[src/rtl/sound_mem_arbiter_if.sv]
// Bundles the GLU write, DOC read and SDRAM client signals of the sound-RAM arbiter.
// Pure wiring; no latency of its own.
// Backpressure is carried by the signals themselves (glu_full_o, mem_ready_i).
interface sound_mem_arbiter_if;
    // GLU posted-write side
    logic        glu_wr_i;
    logic [20:0] glu_addr_i;
    logic [3:0]  glu_byte_en_i;
    logic [31:0] glu_data_i;
    logic        glu_full_o;
    // DOC wavetable read side
    logic        doc_rd_i;
    logic [20:0] doc_addr_i;
    logic [31:0] doc_q_o;
    logic        doc_ready_o;
    // SDRAM client port
    logic        mem_rd_o;
    logic        mem_wr_o;
    logic [20:0] mem_addr_o;
    logic [31:0] mem_data_o;
    logic [3:0]  mem_byte_en_o;
    logic [31:0] mem_q_i;
    logic        mem_ready_i;
    // status
    logic        busy_o;
    logic        wr_overflow_o;
    logic        rd_collision_o;
    logic        timeout_o;

    // arbiter side
    modport slave (
        input  glu_wr_i, glu_addr_i, glu_byte_en_i, glu_data_i,
        input  doc_rd_i, doc_addr_i,
        input  mem_q_i, mem_ready_i,
        output glu_full_o, doc_q_o, doc_ready_o,
        output mem_rd_o, mem_wr_o, mem_addr_o, mem_data_o, mem_byte_en_o,
        output busy_o, wr_overflow_o, rd_collision_o, timeout_o
    );

    // requester / memory side
    modport master (
        output glu_wr_i, glu_addr_i, glu_byte_en_i, glu_data_i,
        output doc_rd_i, doc_addr_i,
        output mem_q_i, mem_ready_i,
        input  glu_full_o, doc_q_o, doc_ready_o,
        input  mem_rd_o, mem_wr_o, mem_addr_o, mem_data_o, mem_byte_en_o,
        input  busy_o, wr_overflow_o, rd_collision_o, timeout_o
    );
endinterface

[src/rtl/sound_mem_arbiter.sv]
// Shares one sound-RAM SDRAM client between posted GLU writes (FIFO) and real-time DOC reads.
// Latency: idle DOC read strobes memory next cycle; completion returns one cycle after mem_ready_i.
// Backpressure: full FIFO drops writes (sticky flag); a second read while one is outstanding is dropped.
module sound_mem_arbiter #(
    parameter int unsigned WR_FIFO_DEPTH  = 4,
    parameter int unsigned MAX_RD_STREAK  = 4,
    parameter int unsigned TIMEOUT_CYCLES = 64,
    parameter logic [31:0] SILENCE_WORD   = 32'h80808080
) (
    input logic                clk_i,
    input logic                reset_i,
    sound_mem_arbiter_if.slave bus
);

    localparam int unsigned PTR_W    = (WR_FIFO_DEPTH > 1) ? $clog2(WR_FIFO_DEPTH) : 1;
    localparam int unsigned CNT_W    = PTR_W + 1;
    localparam int unsigned STREAK_W = (MAX_RD_STREAK < 1) ? 1 : $clog2(MAX_RD_STREAK + 1);
    localparam int unsigned WD_W     = $clog2(TIMEOUT_CYCLES + 1);

    typedef struct packed {
        logic [20:0] addr;
        logic [3:0]  byte_en;
        logic [31:0] data;
    } wr_ent_t;

    typedef enum logic [1:0] {
        IDLE    = 2'd0,
        RD_WAIT = 2'd1,
        WR_WAIT = 2'd2
    } state_t;

    state_t              state;
    wr_ent_t             fifo_mem [WR_FIFO_DEPTH];
    logic [PTR_W-1:0]    wr_ptr;
    logic [PTR_W-1:0]    rd_ptr;
    logic [CNT_W-1:0]    count;
    logic [CNT_W-1:0]    count_nxt;
    logic [STREAK_W-1:0] rd_streak;
    logic [WD_W-1:0]     wd_cnt;
    logic                rd_pend;
    logic [20:0]         rd_pend_addr;

    logic                fifo_empty;
    logic                fifo_full;
    logic                rd_busy;
    logic                rd_accept;
    logic                rd_req;
    logic [20:0]         rd_req_addr;
    logic                streak_ok;
    logic                grant_rd;
    logic                grant_wr;
    logic                push;
    logic                pop;
    logic                wd_expired;
    wr_ent_t             head;

    // Arbitration and FIFO bookkeeping; a fresh DOC request bypasses the slot so an idle read issues next cycle
    always_comb begin
        fifo_empty  = (count == '0);
        fifo_full   = (count == CNT_W'(WR_FIFO_DEPTH));
        rd_busy     = rd_pend || (state == RD_WAIT);
        rd_accept   = bus.doc_rd_i && !rd_busy;
        rd_req      = rd_pend || rd_accept;
        rd_req_addr = rd_pend ? rd_pend_addr : bus.doc_addr_i;
        streak_ok   = (rd_streak < STREAK_W'(MAX_RD_STREAK));
        grant_rd    = (state == IDLE) && rd_req && (fifo_empty || streak_ok);
        grant_wr    = (state == IDLE) && !grant_rd && !fifo_empty;
        pop         = grant_wr;
        // a pop in the same cycle frees the slot the push needs
        push        = bus.glu_wr_i && (!fifo_full || pop);
        count_nxt   = count + CNT_W'(push) - CNT_W'(pop);
        wd_expired  = (wd_cnt == WD_W'(TIMEOUT_CYCLES - 1));
        head        = fifo_mem[rd_ptr];
    end

    // Write FIFO storage; contents need no reset because count gates every read
    always_ff @(posedge clk_i) begin
        if (push) begin
            fifo_mem[wr_ptr] <= '{addr: bus.glu_addr_i, byte_en: bus.glu_byte_en_i, data: bus.glu_data_i};
        end
    end

    // Write FIFO pointers, occupancy and the registered full flag
    always_ff @(posedge clk_i or posedge reset_i) begin
        if (reset_i) begin
            wr_ptr         <= '0;
            rd_ptr         <= '0;
            count          <= '0;
            bus.glu_full_o <= 1'b0;
        end else begin
            if (push) wr_ptr <= wr_ptr + PTR_W'(1);
            if (pop)  rd_ptr <= rd_ptr + PTR_W'(1);
            count          <= count_nxt;
            bus.glu_full_o <= (count_nxt == CNT_W'(WR_FIFO_DEPTH));
        end
    end

    // Single-entry pending read slot plus the sticky drop flags
    always_ff @(posedge clk_i or posedge reset_i) begin
        if (reset_i) begin
            rd_pend            <= 1'b0;
            rd_pend_addr       <= '0;
            bus.rd_collision_o <= 1'b0;
            bus.wr_overflow_o  <= 1'b0;
        end else begin
            if (rd_accept && !grant_rd) begin
                rd_pend      <= 1'b1;
                rd_pend_addr <= bus.doc_addr_i;
            end else if (grant_rd && rd_pend) begin
                rd_pend <= 1'b0;
            end
            if (bus.doc_rd_i && rd_busy) bus.rd_collision_o <= 1'b1;
            if (bus.glu_wr_i && !push)   bus.wr_overflow_o  <= 1'b1;
        end
    end

    // Access FSM: issues one access at a time, waits for completion or watchdog expiry
    always_ff @(posedge clk_i or posedge reset_i) begin
        if (reset_i) begin
            state             <= IDLE;
            bus.mem_rd_o      <= 1'b0;
            bus.mem_wr_o      <= 1'b0;
            bus.mem_addr_o    <= '0;
            bus.mem_data_o    <= '0;
            bus.mem_byte_en_o <= '0;
            bus.doc_q_o       <= '0;
            bus.doc_ready_o   <= 1'b0;
            bus.busy_o        <= 1'b0;
            bus.timeout_o     <= 1'b0;
            rd_streak         <= '0;
            wd_cnt            <= '0;
        end else begin
            bus.mem_rd_o    <= 1'b0;
            bus.mem_wr_o    <= 1'b0;
            bus.doc_ready_o <= 1'b0;
            case (state)
                IDLE: begin
                    if (grant_rd) begin
                        bus.mem_rd_o      <= 1'b1;
                        bus.mem_addr_o    <= rd_req_addr;
                        bus.mem_data_o    <= '0;
                        bus.mem_byte_en_o <= 4'b1111;
                        bus.busy_o        <= 1'b1;
                        wd_cnt            <= '0;
                        state             <= RD_WAIT;
                        // streak only counts reads that overtook a waiting write
                        if (fifo_empty)     rd_streak <= '0;
                        else if (streak_ok) rd_streak <= rd_streak + STREAK_W'(1);
                    end else if (grant_wr) begin
                        bus.mem_wr_o      <= 1'b1;
                        bus.mem_addr_o    <= head.addr;
                        bus.mem_data_o    <= head.data;
                        bus.mem_byte_en_o <= head.byte_en;
                        bus.busy_o        <= 1'b1;
                        wd_cnt            <= '0;
                        rd_streak         <= '0;
                        state             <= WR_WAIT;
                    end
                end
                RD_WAIT: begin
                    if (bus.mem_ready_i) begin
                        bus.doc_q_o     <= bus.mem_q_i;
                        bus.doc_ready_o <= 1'b1;
                        bus.busy_o      <= 1'b0;
                        state           <= IDLE;
                    end else if (wd_expired) begin
                        // DOC must always get an answer; mid-scale keeps the audio quiet
                        bus.doc_q_o     <= SILENCE_WORD;
                        bus.doc_ready_o <= 1'b1;
                        bus.timeout_o   <= 1'b1;
                        bus.busy_o      <= 1'b0;
                        state           <= IDLE;
                    end else begin
                        wd_cnt <= wd_cnt + WD_W'(1);
                    end
                end
                WR_WAIT: begin
                    if (bus.mem_ready_i) begin
                        bus.busy_o <= 1'b0;
                        state      <= IDLE;
                    end else if (wd_expired) begin
                        bus.timeout_o <= 1'b1;
                        bus.busy_o    <= 1'b0;
                        state         <= IDLE;
                    end else begin
                        wd_cnt <= wd_cnt + WD_W'(1);
                    end
                end
                default: begin
                    bus.busy_o <= 1'b0;
                    state      <= IDLE;
                end
            endcase
        end
    end

endmodule

[src/flat_wrapper.sv]
// flat-port wrapper written by rule: the top's interface ports become plain ports
module sound_mem_arbiter_flat 
#(
    parameter int unsigned WR_FIFO_DEPTH  = 4,
    parameter int unsigned MAX_RD_STREAK  = 4,
    parameter int unsigned TIMEOUT_CYCLES = 64,
    parameter logic [31:0] SILENCE_WORD   = 32'h80808080
)
  (clk_i, reset_i, bus_glu_wr_i, bus_glu_addr_i, bus_glu_byte_en_i, bus_glu_data_i, bus_doc_rd_i, bus_doc_addr_i, bus_mem_q_i, bus_mem_ready_i, bus_glu_full_o, bus_doc_q_o, bus_doc_ready_o, bus_mem_rd_o, bus_mem_wr_o, bus_mem_addr_o, bus_mem_data_o, bus_mem_byte_en_o, bus_busy_o, bus_wr_overflow_o, bus_rd_collision_o, bus_timeout_o);
  sound_mem_arbiter_if bus_i ();
  input logic clk_i;
  input logic reset_i;
  input wire logic [$bits(bus_i.glu_wr_i)-1:0] bus_glu_wr_i;
  input wire logic [$bits(bus_i.glu_addr_i)-1:0] bus_glu_addr_i;
  input wire logic [$bits(bus_i.glu_byte_en_i)-1:0] bus_glu_byte_en_i;
  input wire logic [$bits(bus_i.glu_data_i)-1:0] bus_glu_data_i;
  input wire logic [$bits(bus_i.doc_rd_i)-1:0] bus_doc_rd_i;
  input wire logic [$bits(bus_i.doc_addr_i)-1:0] bus_doc_addr_i;
  input wire logic [$bits(bus_i.mem_q_i)-1:0] bus_mem_q_i;
  input wire logic [$bits(bus_i.mem_ready_i)-1:0] bus_mem_ready_i;
  output wire logic [$bits(bus_i.glu_full_o)-1:0] bus_glu_full_o;
  output wire logic [$bits(bus_i.doc_q_o)-1:0] bus_doc_q_o;
  output wire logic [$bits(bus_i.doc_ready_o)-1:0] bus_doc_ready_o;
  output wire logic [$bits(bus_i.mem_rd_o)-1:0] bus_mem_rd_o;
  output wire logic [$bits(bus_i.mem_wr_o)-1:0] bus_mem_wr_o;
  output wire logic [$bits(bus_i.mem_addr_o)-1:0] bus_mem_addr_o;
  output wire logic [$bits(bus_i.mem_data_o)-1:0] bus_mem_data_o;
  output wire logic [$bits(bus_i.mem_byte_en_o)-1:0] bus_mem_byte_en_o;
  output wire logic [$bits(bus_i.busy_o)-1:0] bus_busy_o;
  output wire logic [$bits(bus_i.wr_overflow_o)-1:0] bus_wr_overflow_o;
  output wire logic [$bits(bus_i.rd_collision_o)-1:0] bus_rd_collision_o;
  output wire logic [$bits(bus_i.timeout_o)-1:0] bus_timeout_o;
  assign bus_i.glu_wr_i = bus_glu_wr_i;
  assign bus_i.glu_addr_i = bus_glu_addr_i;
  assign bus_i.glu_byte_en_i = bus_glu_byte_en_i;
  assign bus_i.glu_data_i = bus_glu_data_i;
  assign bus_i.doc_rd_i = bus_doc_rd_i;
  assign bus_i.doc_addr_i = bus_doc_addr_i;
  assign bus_i.mem_q_i = bus_mem_q_i;
  assign bus_i.mem_ready_i = bus_mem_ready_i;
  assign bus_glu_full_o = bus_i.glu_full_o;
  assign bus_doc_q_o = bus_i.doc_q_o;
  assign bus_doc_ready_o = bus_i.doc_ready_o;
  assign bus_mem_rd_o = bus_i.mem_rd_o;
  assign bus_mem_wr_o = bus_i.mem_wr_o;
  assign bus_mem_addr_o = bus_i.mem_addr_o;
  assign bus_mem_data_o = bus_i.mem_data_o;
  assign bus_mem_byte_en_o = bus_i.mem_byte_en_o;
  assign bus_busy_o = bus_i.busy_o;
  assign bus_wr_overflow_o = bus_i.wr_overflow_o;
  assign bus_rd_collision_o = bus_i.rd_collision_o;
  assign bus_timeout_o = bus_i.timeout_o;
  sound_mem_arbiter #(.WR_FIFO_DEPTH(WR_FIFO_DEPTH), .MAX_RD_STREAK(MAX_RD_STREAK), .TIMEOUT_CYCLES(TIMEOUT_CYCLES), .SILENCE_WORD(SILENCE_WORD)) u_core (.clk_i(clk_i), .reset_i(reset_i), .bus(bus_i));
endmodule
[config.mk]
export PLATFORM = sky130hd
export DESIGN_NAME = sound_mem_arbiter_flat
export DESIGN_NICKNAME = d
export VERILOG_FILES = /design/src/rtl/sound_mem_arbiter_if.sv /design/src/rtl/sound_mem_arbiter.sv /design/src/flat_wrapper.sv
export SDC_FILE = /design/constraint.sdc
export NUM_CORES = 1
export LEC_CHECK = 0
export ABC_CLOCK_PERIOD_IN_PS = 8720
export BUFFER_PORTS_ARGS = -buffer_cell sky130_fd_sc_hd__buf_2
export CAP_MARGIN = 20
export CORE_UTILIZATION = 48
export CTS_BUF_LIST = sky130_fd_sc_hd__clkbuf_8
export DETAILED_ROUTE_END_ITERATION = 8
export PLACE_DENSITY = 0.67
export SLEW_MARGIN = 40
export SYNTH_ARGS = -nofsm -noshare
export SYNTH_HDL_FRONTEND = slang
export SYNTH_SLANG_ARGS = --single-unit
export TNS_END_PERCENT = 1
[constraint.sdc]
create_clock -name clk_i -period 8.72 [get_ports clk_i]
set_input_delay 1.744 -clock clk_i [delete_from_list [all_inputs] [get_ports clk_i]]
set_output_delay 1.744 -clock clk_i [all_outputs]
set_load 0.02 [all_outputs]
==> summary.md <==
| Metric | Value |
|---|---|
| Status | `complete, no violations` |
| Worst slew pin tran | `0.758 ns` |
| Slew HR | `49.4%` |
| DRC viols | `0` |
| Number of detailed-route iterations in the first pass | `4` |
| Initial Utilization | `48.8%` |
| CP cell instances | `buf_2 > nand2b_4 > a21oi_1 > or3_1 > inv_2 > ha_1 > inv_1 > ha_1 > fa_1 > xnor2_1 > nor3b_1` |
| Largest net degree at the start of global routing | `78` |
| Most common cell after layout, fill and taps aside | `edfxtp_1` |
| Slew Limit Fails | `0` |
| CP Class | `input pin to flop` |
| Placed cells | `1327` |
| Syn_nets | `889` |
| Die Wd | `173 um` |
| Hold_buf cts | `0` |
| Vias in the first global route | `7987` |
| TritonCTS Buffers | `58` |
| Power Density | `360 mW/mm2` |
| Die Y | `173 um` |
| Most frequent CP cell | `ha_1` |
| Endpoint, Worst Hold | `u_core.bus.timeout_o` |
| WHS | `0.473 ns` |
| Post-detail-place hpwl | `17000 um` |
| Crit Path Max Fanout | `34` |
| Seq/Total Area, Yosys | `73.8%` |
| Total Wirelength | `27500 um` |
| Via count | `7576` |
| Post-cts sizing count | `0` |
| # port buffers | `211` |
| Hold crit path type | `flop to flop` |
| Leakage power | `6.70 nW` |
| Worst Setup Start Kind | `input pin` |
| FF+latch count, synth | `366` |
| CTS tree | `yes` |
| Max-cap violation count | `0` |
| IR drop worst, VDD | `0.189 mV` |
| Final hold vios | `0` |
| TNS Setup | `0 ns` |
| Reg-to-Reg Start | `u_core.state[1]` |
| Antenna violations before repair | `5` |
| EDFF count, synth | `228` |
| Post-Syn Area | `0.0140 mm2` |
| Crit-path max cell delay | `0.57 ns` |
| Setup crit end kind | `flop` |
| Cell variety after synth | `46` |
| Crit path DAT | `4.40 ns` |
| Reg-to-reg slack, setup | `5.10 ns` |
| Row Count | `62` |
| Slowest-stage cell, CP | `inv_2` |
| Worst Path Required | `9.20 ns` |
| Wire length per cell | `19.1 um` |
| CTS Buffer Depth | `3` |
| Worst-Skew Late Latency | `0.59 ns` |
| Area Growth Syn to Fin | `19.4%` |
| Non-Filler Instances | `1441` |
| Vias per cell | `5.26` |
| # IOs | `212` |
| All-layer global routing usage | `19.1%` |
| Min-delay src | `u_core.bus.timeout_o` |
| Worst r2r path cells | `12` |
| Ys Warns | `0` |
| Most frequent cells in the layout | `edfxtp_1 (228), buf_2 (211), dfrtp_1 (136)` |
| Mapped Cells | `762` |
| Clock period minus worst slack | `3.92 ns` |
| Antenna viol nets, final | `0` |
| Endpoint of the worst register-to-register path | `u_core.bus.glu_full_o` |
| Synth Area per Inst | `18.3 um2` |
| H-tree depth | `2` |
| Overflow after GRT | `0` |
| First-pass GRT wire length | `44300 um` |
| Final Skew | `0.0290 ns` |
| Hold depth | `1` |
| Fmax | `255 MHz` |
| Primary FF master, synth | `edfxtp_1` |
| Fraction of registers with async set/reset | `37.7%` |
| CTS sink count | `366` |
| RSZ-0062 raised after global routing | `no` |
| Final setup fails | `0` |
| Post-CTS Setup Bufs | `0` |
| Core area | `0.0286 mm2` |
| Fin crit share | `45.0%` |
| Gpl congestion | `0.793` |
| DIE AREA | `0.0298 mm2` |
| Final nets | `1130` |
| Clk slew on worst S/H paths | `0.06 ns` |
| Root Buffer | `clkbuf_8` |
| Initial DRC count | `446` |
| Share of layout cells above drive strength 1 | `38.6%` |
==> area by class of cell <==
| type | count | area, um2 |
|---|---|---|
| multi-input cells | 339 | 3420 |
| inverters | 16 | 65.1 |
| repair buffers | 222 | 1200 |
| flip-flops and latches | 366 | 10300 |
| clock buffers | 66 | 908 |
| clock inverters | 43 | 274 |
| well taps | 384 | 480 |
| fillers | 2227 | 12000 |
| diodes | 5 | 12.5 |
==> metal layers <==
layer	share of wire (%)	vias up	GRT usage [%]
met4	1.6	2	4.84
met2	48	246	30.9
li1	-	3484	-
met3	6.6	49	4.91
met1	44	3795	25.9
met5	0.036	-	0
==> stage by stage <==
step	setup slack, ns	total power, mW	utilization, %	instance area, um2
after floorplan	3.28	4.05	-	14000
after global placement	4.27	4.58	53.7	15400
after detailed placement	4.22	4.64	54.0	15500
after CTS	4.79	6.09	58.2	16600
after global routing	4.63	6.37	58.2	16700
final	4.80	6.00	58.2	16700
==> power breakdown <==
group,leakage (nW),switching (mW),internal (mW)
logic,2.22,1.11,0.854
registers,3.80,0.242,2.36
clock network,0.683,0.646,0.786
total,6.70,2.00,4.00
==> registers in the layout, indices dropped and copies added, names as in the netlist <==
signal,count
u_core.bus.mem_wr_o,1
u_core.bus.mem_addr_o,21
u_core.bus.mem_byte_en_o,4
u_core.rd_pend,1
u_core.bus.busy_o,1
u_core.bus.doc_ready_o,1
u_core.count,3
u_core.rd_pend_addr,21
u_core.rd_ptr,2
u_core.bus.wr_overflow_o,1
u_core.bus.mem_rd_o,1
u_core.rd_streak,3
u_core.bus.mem_data_o,32
u_core.wr_ptr,2
u_core.state,2
u_core.fifo_mem,228
u_core.bus.doc_q_o,32
u_core.bus.rd_collision_o,1
u_core.bus.glu_full_o,1
u_core.bus.timeout_o,1
u_core.wd_cnt,7
==> critical path, delay by kind of cell <==
family,cells,cell delay (ns)
buf+inv,3,0.74
simple gates,3,0.76
compound gates,1,0.07
fa+ha+maj,3,0.85
xor+xnor,1,0.21
==> worst max path at each step <==
stage | startpoint | end | slack, ns | cells past startpoint
floorplan | reset_i | u_core.bus.busy_o | 3.28 | 1
global placement | bus_doc_rd_i | u_core.bus.glu_full_o | 4.27 | 11
detailed placement | bus_doc_rd_i | u_core.bus.glu_full_o | 4.22 | 11
CTS | bus_doc_rd_i | u_core.bus.glu_full_o | 4.79 | 11
global route | bus_doc_rd_i | u_core.bus.glu_full_o | 4.63 | 11
finish | bus_doc_rd_i | u_core.bus.glu_full_o | 4.80 | 11
==> kinds of logic (layout without fill, tap and decap cells) <==
family | after synthesis | count (layout) | share of synthesized area (%)
mux | 102 | 102 | 12.6
flops | 366 | 366 | 73.8
other cells | 0 | 5 | 0
simple gates | 81 | 81 | 2.77
compound gates | 135 | 135 | 7.20
buf+inv | 57 | 347 | 1.89
xor+xnor | 9 | 9 | 0.565
fa+ha+maj | 12 | 12 | 1.13
==> cells in the mapped netlist (all sizes together) (3+ instances only) <==
cell type	n	area (um2)
edfxtp	228	6850
dfrtp	138	3450
a22o	62	543
mux4	57	1280
nand2	49	184
o21ai	49	245
buf	27	151
mux2	24	270
mux2i	21	210
inv	16	60.1
clkbuf	14	52.6
ha	11	138
o22a	9	78.8
nor2	8	30.0
xnor2	7	61.3
and2	6	37.5
nand3	4	20.0
a21oi	3	15.0
nor3	3	20.0
nor3b	3	27.5
Note: power is estimated with default switching activity, not from simulation.
